File: config.mk
export PLATFORM = sky130hd
export DESIGN_NAME = mic_frame_assembler
export DESIGN_NICKNAME = d
export VERILOG_FILES = /design/src/rtl/mic_frame_assembler.sv
export SDC_FILE = /design/constraint.sdc
export NUM_CORES = 1
export LEC_CHECK = 0
export ABC_AREA = 1
export CORE_ASPECT_RATIO = 0.6
export CORE_MARGIN = 2
export CORE_UTILIZATION = 60
export DETAILED_ROUTE_END_ITERATION = 12
export PLACE_DENSITY = 0.87
export SLEW_MARGIN = 40
export SYNTH_ARGS = -nofsm -noshare
export SYNTH_HDL_FRONTEND = slang
export SYNTH_SLANG_ARGS = --single-unit
File: constraint.sdc
create_clock -name clk -period 14.06 [get_ports clk]
set_input_delay 2.812 -clock clk [delete_from_list [all_inputs] [get_ports clk]]
set_output_delay 2.812 -clock clk [all_outputs]
set_load 0.02 [all_outputs]
File: src/rtl/mic_frame_assembler.sv
// Pairs stereo sample words from two mic receivers into 4-channel frames,
// rounds/saturates each channel to OUT_WIDTH and queues frames in a FIFO.
module mic_frame_assembler #(
    parameter int DATA_WIDTH   = 24,
    parameter int OUT_WIDTH    = 18,
    parameter int FIFO_DEPTH   = 8,
    parameter int SKEW_TIMEOUT = 256
) (
    input  logic                            clk,
    input  logic                            rst,
    input  logic [DATA_WIDTH-1:0]           a_left,
    input  logic [DATA_WIDTH-1:0]           a_right,
    input  logic                            a_valid,
    input  logic [DATA_WIDTH-1:0]           b_left,
    input  logic [DATA_WIDTH-1:0]           b_right,
    input  logic                            b_valid,
    output logic [4*OUT_WIDTH-1:0]          m_data,
    output logic                            m_valid,
    input  logic                            m_ready,
    output logic [$clog2(FIFO_DEPTH):0]     fifo_level,
    output logic                            overrun,
    output logic                            skew_err,
    input  logic                            clear_err
);

    localparam int K  = DATA_WIDTH - OUT_WIDTH;
    localparam int AW = $clog2(FIFO_DEPTH);
    localparam int CW = (SKEW_TIMEOUT > 2) ? $clog2(SKEW_TIMEOUT) : 1;
    localparam int FW = 4 * OUT_WIDTH;

    localparam logic [CW-1:0]               CNT_LAST = CW'(SKEW_TIMEOUT - 1);
    localparam logic [AW:0]                 LVL_FULL = (AW+1)'(FIFO_DEPTH);
    localparam logic signed [DATA_WIDTH:0]  HALF     = (DATA_WIDTH+1)'(1) <<< (K - 1);
    localparam logic signed [DATA_WIDTH:0]  MAX_POS  =
        ((DATA_WIDTH+1)'(1) <<< (OUT_WIDTH - 1)) - (DATA_WIDTH+1)'(1);

    // Round half up, then clip the positive side only; the floor shift
    // can never push a negative value below the OUT_WIDTH minimum.
    function automatic logic signed [OUT_WIDTH-1:0] round_sat(
        input logic signed [DATA_WIDTH-1:0] x
    );
        logic signed [DATA_WIDTH:0] wide;
        wide = ($signed({x[DATA_WIDTH-1], x}) + HALF) >>> K;
        if (wide > MAX_POS)
            return MAX_POS[OUT_WIDTH-1:0];
        return wide[OUT_WIDTH-1:0];
    endfunction

    typedef enum logic [1:0] {IDLE, WAIT_B, WAIT_A} state_t;

    state_t                  state, state_nxt;
    logic [CW-1:0]           cnt;
    logic [DATA_WIDTH-1:0]   held_a_left, held_a_right, held_b_left, held_b_right;
    logic                    push, use_held_a, use_held_b;
    logic                    latch_a, latch_b, cnt_clr, skew_evt, timeout;

    logic [FW-1:0]           mem [FIFO_DEPTH];
    logic [AW-1:0]           wr_ptr, rd_ptr;
    logic                    full, push_ok, pop;
    logic [FW-1:0]           frame;
    logic [DATA_WIDTH-1:0]   src_a_left, src_a_right, src_b_left, src_b_right;

    assign timeout = (cnt == CNT_LAST);

    always_ff @(posedge clk or posedge rst) begin
        if (rst)
            state <= IDLE;
        else
            state <= state_nxt;
    end

    always_comb begin
        state_nxt  = state;
        push       = 1'b0;
        use_held_a = 1'b0;
        use_held_b = 1'b0;
        latch_a    = 1'b0;
        latch_b    = 1'b0;
        cnt_clr    = 1'b0;
        skew_evt   = 1'b0;
        unique case (state)
            IDLE: begin
                if (a_valid && b_valid) begin
                    push = 1'b1;
                end else if (a_valid) begin
                    latch_a   = 1'b1;
                    cnt_clr   = 1'b1;
                    state_nxt = WAIT_B;
                end else if (b_valid) begin
                    latch_b   = 1'b1;
                    cnt_clr   = 1'b1;
                    state_nxt = WAIT_A;
                end
            end
            WAIT_B: begin
                if (b_valid) begin
                    push       = 1'b1;
                    use_held_a = 1'b1;
                    if (a_valid) begin
                        latch_a = 1'b1;
                        cnt_clr = 1'b1;
                    end else begin
                        state_nxt = IDLE;
                    end
                end else if (a_valid) begin
                    latch_a  = 1'b1;
                    cnt_clr  = 1'b1;
                    skew_evt = 1'b1;
                end else if (timeout) begin
                    skew_evt  = 1'b1;
                    state_nxt = IDLE;
                end
            end
            WAIT_A: begin
                if (a_valid) begin
                    push       = 1'b1;
                    use_held_b = 1'b1;
                    if (b_valid) begin
                        latch_b = 1'b1;
                        cnt_clr = 1'b1;
                    end else begin
                        state_nxt = IDLE;
                    end
                end else if (b_valid) begin
                    latch_b  = 1'b1;
                    cnt_clr  = 1'b1;
                    skew_evt = 1'b1;
                end else if (timeout) begin
                    skew_evt  = 1'b1;
                    state_nxt = IDLE;
                end
            end
            default: state_nxt = IDLE;
        endcase
    end

    always_ff @(posedge clk or posedge rst) begin
        if (rst) begin
            cnt          <= '0;
            held_a_left  <= '0;
            held_a_right <= '0;
            held_b_left  <= '0;
            held_b_right <= '0;
        end else begin
            if (cnt_clr)
                cnt <= '0;
            else if (!timeout)
                cnt <= cnt + 1'b1;
            if (latch_a) begin
                held_a_left  <= a_left;
                held_a_right <= a_right;
            end
            if (latch_b) begin
                held_b_left  <= b_left;
                held_b_right <= b_right;
            end
        end
    end

    assign src_a_left  = use_held_a ? held_a_left  : a_left;
    assign src_a_right = use_held_a ? held_a_right : a_right;
    assign src_b_left  = use_held_b ? held_b_left  : b_left;
    assign src_b_right = use_held_b ? held_b_right : b_right;

    assign frame = {round_sat(src_b_right), round_sat(src_b_left),
                    round_sat(src_a_right), round_sat(src_a_left)};

    // Fullness is taken from the registered level, so a same-cycle pop
    // cannot make room for an incoming frame.
    assign full    = (fifo_level == LVL_FULL);
    assign m_valid = (fifo_level != '0);
    assign pop     = m_valid && m_ready;
    assign push_ok = push && !full;
    assign m_data  = m_valid ? mem[rd_ptr] : '0;

    always_ff @(posedge clk) begin
        if (push_ok)
            mem[wr_ptr] <= frame;
    end

    always_ff @(posedge clk or posedge rst) begin
        if (rst) begin
            wr_ptr     <= '0;
            rd_ptr     <= '0;
            fifo_level <= '0;
        end else begin
            if (push_ok)
                wr_ptr <= wr_ptr + 1'b1;
            if (pop)
                rd_ptr <= rd_ptr + 1'b1;
            unique case ({push_ok, pop})
                2'b10:   fifo_level <= fifo_level + 1'b1;
                2'b01:   fifo_level <= fifo_level - 1'b1;
                default: fifo_level <= fifo_level;
            endcase
        end
    end

    // Error events take priority over a coincident clear.
    always_ff @(posedge clk or posedge rst) begin
        if (rst) begin
            overrun  <= 1'b0;
            skew_err <= 1'b0;
        end else begin
            if (push && full)
                overrun <= 1'b1;
            else if (clear_err)
                overrun <= 1'b0;
            if (skew_evt)
                skew_err <= 1'b1;
            else if (clear_err)
                skew_err <= 1'b0;
        end
    end

endmodule

# Word-level counts from Yosys, hierarchy flattened

Memories as Yosys holds them, arrays and structs flattened.
Cells that the tools add are included.

Add/subtract/negate cells: 9
Order comparisons: 4
Eq/ne operators: 11
Muxes and demuxes: 56
Reduce and logical (&&, ||, !) cells: 11

Operators by type and width:

| cell                                                                   | number |
|---|---|
| 18-bit two-way mux                                                     | 8 |
| 24-bit by 7-bit adder with 25-bit output, second input constant        | 4 |
| 24-bit two-way mux                                                     | 4 |
| 19-bit by 18-bit > comparator with 1-bit output, second input constant | 4 |
| 72-bit two-way mux                                                     | 1 |
| 1-bit two-way mux                                                      | 24 |
| 2-bit two-way mux                                                      | 10 |
| 8-bit two-way mux                                                      | 2 |
| 8-bit by 1-bit adder with 8-bit output, second input constant          | 1 |
| 8-bit equality test, second input constant                             | 1 |
| 2-bit inequality test, second input constant                           | 4 |
| 4-bit case mux with 2 select lines                                     | 1 |
| 3-bit by 1-bit adder with 3-bit output, second input constant          | 2 |
| 1-bit case mux with 2 select lines                                     | 3 |
| 1-bit case mux with 3 select lines                                     | 2 |
| 2-bit case mux with 3 select lines                                     | 1 |
| 2-bit nonzero test                                                     | 3 |
| 4-bit by 1-bit adder with 4-bit output, second input constant          | 1 |
| 2-bit by 1-bit equality test with 1-bit output, second input constant  | 2 |
| 2-bit equality test, second input constant                             | 2 |
| 4-bit equality test, second input constant                             | 1 |
| 1-bit logical AND                                                      | 4 |
| 4-bit AND reduction                                                    | 1 |
| 4-bit nonzero test                                                     | 1 |
| other kinds (4)                                                        | 4 |

Bits in registers: 118
Bits in writable memories: 576
Input port bits: 102
Logic and storage cells: 103
Memories: 1

Memory list:

| memory | depth | bits a word | read ports | clocked after Yosys merged registers in | write ports | line | text |
|---|---|---|---|---|---|---|---|
| mem    | 8     | 72          | 1          | 0                                       | 1           | 57   | `logic [FW-1:0] mem [FIFO_DEPTH];` |

# Longest topological paths before layout

Gate-level depths: netlist of the first run.

Depth in word-level cells: 7
Depth in mapped cells: 17
Mapped depth without buffers: 15

# Least setup slack after synthesis of the first run

OpenSTA, ideal clock, no wires.

Path type: input to register
Start: input port b_valid
End: memory mem[0][0] (netlist bit) (enable)
Setup time: 0.503 ns
Arrival: 6.828 ns
Data required time: 13.557 ns
Path slack: 6.730 ns
Cell stages on the path: 9
Path buffers: 2
Path through: nand2_2 -> buf_6 -> buf_2 -> nand3_1 -> nand2_1 -> nor2_2 -> inv_1 -> or2_1 -> nor2_1

Word-level cells in the longest chain between the ends: 6

RTL lines:

| what                                      | line | text |
|---|---|---|
| start: declaration                        | 16   | `input logic b_valid,` |
| 1-bit logical AND                         | 83   | `if (a_valid && b_valid) begin` |
| 1-bit two-way mux                         | 83   |  |
| 1-bit case mux with 3 select lines *      | 81   | `unique case (state)` |
| 1-bit logical AND *                       | 173  | `assign push_ok = push && !full;` |
| 1-bit two-way mux *                       | 177  | `if (push_ok)` |
| 1-bit two-way mux (not written as such) * | 178  | `mem[wr_ptr] <= frame;` |
| end: declaration                          | 57   |  |

Every way passes the cells marked *; elsewhere a longest branch is shown, timed or not.

# Final worst setup path of the first run

Start: register rd_ptr[1]
End: output port m_data[35]

Word-level cells in the longest chain between the ends: 2

RTL lines:

| what                     | line | text |
|---|---|---|
| start: declaration       | 58   | `logic [AW-1:0] wr_ptr, rd_ptr;` |
| start signal: assignment | 190  | `rd_ptr <= rd_ptr + 1'b1;` |
| memory read 8 x 72 bit   | -    |  |
| 72-bit two-way mux       | 174  | `assign m_data = m_valid ? mem[rd_ptr] : '0;` |
| end: declaration         | 17   | `output logic [4*OUT_WIDTH-1:0] m_data,` |

No other way between the ends.

==> flow_summary.yaml, run 1 <==
clock_network:
  cts_tree: "built"
  clock_sinks: 674
  ctsLongestPathBuffers: 3
  cts.htree.levels: 2
  cts.clk_slew.worst_paths_ps: 60
  numCtsBuffers: 58
  clock_latency_ps: 610
  clk_root_buffer_cell: "sky130_fd_sc_hd__clkbuf_16"
  cts_resized: 0
  post_cts_hold_buffer_count: 0
  cts.repair_timing.setup_buffer_count: 0
timing:
  min_period_over_period: 0.528
  worst_slew_margin_rel: 0.384
  finalCriticalPeriod_ps: 7420
  final_setup_vio_count: 0
  finalHoldViolations: 0
  finalClockSkew_ps: 22.6
  worst_slew_pin_slew_ps: 924
  max_clock_freq_mhz: 135
  tns_ps: 0
  maxSlewViolCount: 0
  grt_setup_unrepaired: "false"
grt:
  grt_max_degree: 187
  grt.overflow.total: 0
  antenna_found_initial: 4
  grt_usage: 0.291
  first_pass_grt_wire_length_um: 118000
  first_global_vias: 21700
synth:
  avgSynthCellArea_sq_um: 10.5
  synth-main-ff-cell: "sky130_fd_sc_hd__edfxtp_1"
  ys_seq_area_frac: 0.652
  syn-num-nets: 3011
  synth_async_sr_flop_share: 0.145
  synth_cells: 2890
  synth-seq-cells: 674
  yosys_warnings: 0
  synth-edff-count: 576
  synthDistinctLibCells: 38
  mappedNetlistArea_sq_um: 30300
placed_design:
  place_inst: 3565
  port_buffer_count: 160
  dpl_cell_area_sq_um: 32400
  gp_congestion: 0.907
  dpl.hpwl_um: 45800
pwr:
  p_leak_nw: 12.7
  maximum_vdd_ir_drop_v: 0.000204
  power_density_normalized_to_cell_area_nw_per_um2: 223
  power_mw: 7.65
final_layout:
  finish.cell_count_without_fillers: 3675
  seq_area_sq_um: 19800
  drive_gt1_frac: 0.0618
  layout.nets: 3097
  areaGrowthSynthToFinish_pct: 13.5
  num-fill-cells: 3203
  final_cell_area_sq_um: 34400
  multiInputGateArea_sq_um: 9180
drt:
  wire_per_inst_um: 20.8
  drc_errors: 0
  first_pass_iters: 6
  drt-total-wl_um: 76500
  postRouteAntennaNets: 0
  route.detailed.vias_per_inst: 6.13
  vias_after_detailed_routing: 22500
  drt-initial-drc-count: 3042
critical_path:
  crit_path_max_fanout: 118
  critical_path.startpoint_type: "flip-flop"
  timing.critical_path.arrival_ps: 4610
  critical_path_required_ps: 11250
  worst_setup_path_end_kind: "output pin"
  crit_type: "reg -> out"
outcome:
  outcome: "completed"
flow_run:
  cap_viol_max_count: 0
floorplanning:
  die_h_um: 178
  initial_core_util: 0.611
  floorplan.die_area_sq_um: 52300
  rows: 63
  fp.dieW_um: 294
  core-area_sq_um: 49600
  top_level_ports: 181
hold_path:
  timing.hold.worst.class: "reg -> reg"
==> where the power goes <==
part	switching [mW]	leakage (nW)	internal [mW]
sequential	0.181	6.34	2.68
clock	0.723	0.942	0.935
combinational	2.11	5.43	1.03
total	3.01	12.7	4.64
==> cells by family after synthesis <==
group                    count (synthesis)  synth area share
flip-flops                             674             0.652
adder cells (fa/ha/maj)                 19           0.00810
multiplexers                            14           0.00521
AND/OR/NAND/NOR                       1299             0.170
XOR/XNOR                                57            0.0165
buffers and inverters                  336            0.0475
AO/OA/AOI/OAI                          491             0.101
==> sequential cells by signal (all words and copies together), names as in the netlist <==
name,cells
skew_err,1
held_a_right,19
rd_ptr,3
cnt,8
held_b_right,19
overrun,1
mem,576
held_b_left,19
state,2
held_a_left,19
fifo_level,4
wr_ptr,3
==> through the flow <==
stage / hold slack [ps] / setup slack [ps] / utilization
floorplan: 478 / 6730 / -
global placement: 490 / 6850 / 0.648
detailed placement: 495 / 6900 / 0.653
CTS: 511 / 6500 / 0.693
global route: 516 / 6430 / 0.693
finish: 509 / 6640 / 0.693
==> worst paths after layout <==
path	to	slack [ps]	cells past startpoint	from
max	m_data[35]	6640	7	rd_ptr[1]$_DFFE_PP0P_
min	held_a_right[14]$_DFFE_PP0P_	510	1	held_a_right[14]$_DFFE_PP0P_
max reg2reg	mem[7][18]$_DFFE_PP_	9690	11	state[0]$_DFFE_PP0P_
min reg2reg	held_a_right[14]$_DFFE_PP0P_	510	1	held_a_right[14]$_DFFE_PP0P_
max in group asynchronous	held_a_left[5]$_DFFE_PP0P_	10530	3	rst
min in group asynchronous	held_b_right[14]$_DFFE_PP0P_	2620	2	rst
==> cells in the mapped netlist (2+ instances only) <==
| cell | instances | share of area |
|---|---|---|
| sky130_fd_sc_hd__inv_2 | 6 | 0.00074 |
| sky130_fd_sc_hd__nor2_4 | 3 | 0.0011 |
| sky130_fd_sc_hd__o21ai_0 | 282 | 0.047 |
| sky130_fd_sc_hd__o22ai_1 | 3 | 0.00062 |
| sky130_fd_sc_hd__buf_2 | 48 | 0.0079 |
| sky130_fd_sc_hd__nand3_2 | 2 | 0.00066 |
| sky130_fd_sc_hd__buf_1 | 9 | 0.0011 |
| sky130_fd_sc_hd__nor3_1 | 10 | 0.0017 |
| sky130_fd_sc_hd__and3_1 | 3 | 0.00062 |
| sky130_fd_sc_hd__nand4_1 | 11 | 0.0023 |
| sky130_fd_sc_hd__clkbuf_1 | 91 | 0.011 |
| sky130_fd_sc_hd__buf_6 | 12 | 0.0045 |
| sky130_fd_sc_hd__nor2_2 | 6 | 0.0012 |
| sky130_fd_sc_hd__nor2_1 | 688 | 0.085 |
| sky130_fd_sc_hd__nand3_1 | 114 | 0.019 |
| sky130_fd_sc_hd__o21ai_1 | 26 | 0.0043 |
| sky130_fd_sc_hd__inv_1 | 162 | 0.020 |
| sky130_fd_sc_hd__o21ai_2 | 10 | 0.0029 |
| sky130_fd_sc_hd__edfxtp_1 | 576 | 0.57 |
| sky130_fd_sc_hd__nand2_2 | 6 | 0.0012 |
| sky130_fd_sc_hd__buf_4 | 7 | 0.0017 |
| sky130_fd_sc_hd__nand2_1 | 451 | 0.056 |
| sky130_fd_sc_hd__ha_1 | 18 | 0.0074 |
| sky130_fd_sc_hd__mux2_2 | 14 | 0.0052 |
| sky130_fd_sc_hd__o32ai_1 | 144 | 0.042 |
| sky130_fd_sc_hd__xnor2_1 | 4 | 0.0012 |
| sky130_fd_sc_hd__xor2_1 | 53 | 0.015 |
| sky130_fd_sc_hd__dfrtp_1 | 98 | 0.081 |
| sky130_fd_sc_hd__a21oi_1 | 24 | 0.0040 |
==> layout by cell type (no fill, tap or decap), types with 12 or more instances in the layout <==
cell type	count
sky130_fd_sc_hd__nand3_1	114
sky130_fd_sc_hd__buf_4	14
sky130_fd_sc_hd__edfxtp_1	576
sky130_fd_sc_hd__clkbuf_16	59
sky130_fd_sc_hd__clkdlybuf4s50_1	160
sky130_fd_sc_hd__o21ai_0	282
sky130_fd_sc_hd__mux2_2	14
sky130_fd_sc_hd__o21ai_1	26
sky130_fd_sc_hd__ha_1	18
sky130_fd_sc_hd__nor2_1	680
sky130_fd_sc_hd__clkinv_2	12
sky130_fd_sc_hd__a21oi_1	24
sky130_fd_sc_hd__o32ai_1	144
sky130_fd_sc_hd__xor2_1	53
sky130_fd_sc_hd__dfrtp_1	95
sky130_fd_sc_hd__nand2_1	449
sky130_fd_sc_hd__inv_1	160
==> layout make-up <==
class	instances	area share
Inverter	169	0.0190
Tap cell	650	0.0237
Clock inverter	40	0.0130
Timing Repair Buffer	193	0.0589
Sequential cell	674	0.575
Multi-Input combinational cell	1880	0.267
Clock buffer	68	0.0439
Antenna cell	1	0.0000728
==> worst max-delay path, cell delays in order (launching register included) <==
cell                              delay [ps]
sky130_fd_sc_hd__dfrtp_4                 880
sky130_fd_sc_hd__buf_6                   630
sky130_fd_sc_hd__buf_6                   720
sky130_fd_sc_hd__o21ai_0                 200
sky130_fd_sc_hd__o32ai_1                 150
sky130_fd_sc_hd__o21ai_0                 130
sky130_fd_sc_hd__nor2_1                  450
sky130_fd_sc_hd__clkdlybuf4s50_1         710
==> per-layer routing <==
metal	vias up	global-route usage	wire length (um)	part of all wire
met1	10800	0.411	30400	0.40
met3	152	0.0607	8860	0.12
li1	10200	-	-	-
met5	-	0	38	0.00050
met2	1435	0.461	35600	0.47
met4	6	0.0833	1540	0.020
Note: power is estimated with default switching activity, not from simulation.
==> run 2, diff against run 1 <==
CORE_UTILIZATION = 54   (was 60)
PLACE_DENSITY = 0.83   (was 0.87)
clock period = 6.05 ns   (was 14.06 ns; I/O delays follow)
==> run 2 against run 1 <==
Against the previous run: hold slack gained 3.2 ps; sequential share of layout area fell by 0.25 points; utilization down 7.3 points; clock-buffer cell count rose by 2; clock skew is 9.1 ps higher; critical path type unchanged; largest cell class unchanged.
==> flow_summary.yaml, run 2 (same netlist as run 1, synthesis figures left out) <==
outcome:
  outcome: "completed"
final_layout:
  multiInputGateArea_sq_um: 9170
  layout.nets: 3109
  largest_reg_flops: 576
  areaGrowthSynthToFinish_pct: 14.0
  num-fill-cells: 4201
  most-common-layout-cells: "sky130_fd_sc_hd__nor2_1, sky130_fd_sc_hd__edfxtp_1, sky130_fd_sc_hd__nand2_1"
  insertedDiodeCount: 0
  mostFrequentLayoutCell: "sky130_fd_sc_hd__nor2_1"
  seq_area_sq_um: 19800
  top_register: "mem"
  drive_gt1_frac: 0.0655
  finish.cell_count_without_fillers: 3796
pwr:
  net-switching-power_mw: 7.02
  power_density_normalized_to_cell_area_nw_per_um2: 512
  p_comb_frac: 0.420
  power.share.switching: 0.397
  p_leak_nw: 12.8
  power_report.internal_total_mw: 10.7
  share_clk_of_total_power: 0.210
  power_mw: 17.7
  p_seq_frac: 0.370
  maximum_vdd_ir_drop_v: 0.000349
clock_network:
  cts_tree: "built"
  cts.htree.levels: 2
  clock_latency_ps: 640
  cts_resized: 0
  cts.repair_timing.setup_buffer_count: 0
  post_cts_hold_buffer_count: 0
  clock_sinks: 674
  ctsLongestPathBuffers: 3
  numCtsBuffers: 58
  clk_root_buffer_cell: "sky130_fd_sc_hd__clkbuf_16"
  cts.clk_slew.worst_paths_ps: 70
critical_path:
  critical_path.startpoint_type: "flip-flop"
  worst_path_max_delay_cell: "sky130_fd_sc_hd__clkdlybuf4s50_1"
  crit_type: "reg -> out"
  critical_path.max_stage_delay_ps: 650
  critical_path_cell_by_cell: "buf_12 -> clkinv_8 -> buf_12 -> nor2_1 -> o32ai_1 -> o21ai_0 -> nor2_1 -> clkdlybuf4s50_1"
  critical_path_required_ps: 4840
  timing.critical_path.arrival_ps: 3900
  worst_setup_path_end_kind: "output pin"
  crit_path_max_fanout: 148
floorplanning:
  fp.dieW_um: 310
  floorplan.die_area_sq_um: 58100
  die_h_um: 187
  top_level_ports: 181
  rows: 67
  initial_core_util: 0.544
  core-area_sq_um: 55700
placed_design:
  dpl.hpwl_um: 46600
  port_buffer_count: 160
  place_inst: 3685
  gp_congestion: 0.902
  dpl_worst_slack_ps: 1280
timing:
  max_clock_freq_mhz: 196
  worst_slew_pin_slew_ps: 815
  setup_slack_ps: 945
  min_period_over_period: 0.844
  worst_slew_margin_rel: 0.456
  finalCriticalPeriod_ps: 5110
  final_setup_vio_count: 0
  grt_setup_unrepaired: "false"
  maxSlewViolCount: 0
  tns_ps: 0
  hold_slack_ps: 513
  finalClockSkew_ps: 31.7
  finalHoldViolations: 0
hold_path:
  timing.hold.worst.class: "reg -> reg"
drt:
  drc_errors: 0
  route.detailed.vias_per_inst: 5.88
  postRouteAntennaNets: 0
  first_pass_iters: 6
  drt-total-wl_um: 76500
  wire_per_inst_um: 20.1
  vias_after_detailed_routing: 22300
  drt-initial-drc-count: 2703
grt:
  first_pass_grt_wire_length_um: 118000
  first_global_vias: 21200
  antenna_found_initial: 1
  grt_max_degree: 151
  grt.overflow.total: 0
  grt_usage: 0.260
flow_run:
  cap_viol_max_count: 0
[run 2: per-stage QoR]
stage,utilization,area (sq um)
after CTS,0.619,34500
after detailed placement,0.586,32600
after global routing,0.620,34500
after global placement,0.585,32600
final,0.620,34500
after floorplan,-,30300
[run 2: path summary, 6_finish.rpt]
kind | cells after the start | end | from | slack (ps)
min in group asynchronous | 2 | state[1]$_DFFE_PP0P_ | rst | 1050
max reg2reg | 14 | fifo_level[3]$_DFFE_PP0P_ | fifo_level[0]$_DFFE_PP0P_ | 2070
min reg2reg | 1 | held_a_right[13]$_DFFE_PP0P_ | held_a_right[13]$_DFFE_PP0P_ | 510
min | 1 | held_a_right[13]$_DFFE_PP0P_ | held_a_right[13]$_DFFE_PP0P_ | 510
max in group asynchronous | 3 | held_b_left[18]$_DFFE_PP0P_ | rst | 4070
max | 8 | m_data[50] | rd_ptr[0]$_DFFE_PP0P_ | 940
[run 2: final cells by class]
cell class,instances,share of cell area
Sequential cell,674,0.572
Timing Repair Buffer,205,0.0612
Clock inverter,39,0.0109
Multi-Input combinational cell,1880,0.266
Clock buffer,70,0.0436
Inverter,169,0.0191
Tap cell,759,0.0275
[run 2: power by group through the flow]
stage | combinational (mW) | clock, mW | sequential, mW
finish | 7.43 | 3.72 | 6.54
global route | 8.06 | 3.92 | 6.61
CTS | 7.25 | 3.76 | 6.63
detailed placement | 7.19 | 0 | 6.72
global placement | 6.92 | 0 | 6.67
floorplan | 4.60 | 0 | 6.56
[run 2: critical path: cells and delay by family, from the launching register on]
| kind | cells | cell delay, ps |
|---|---|---|
| and+or+nand+nor | 2 | 310 |
| buffers and inverters | 4 | 1680 |
| DFF | 1 | 610 |
| AOI/OAI and AO/OA | 2 | 450 |
[run 2: routing by layer]
layer	vias up	track usage	routed length, um
li1	10200	-	-
met1	10800	0.391	32100
met2	1161	0.392	34700
met3	143	0.0494	7990
met4	2	0.0663	1660
met5	-	0	12
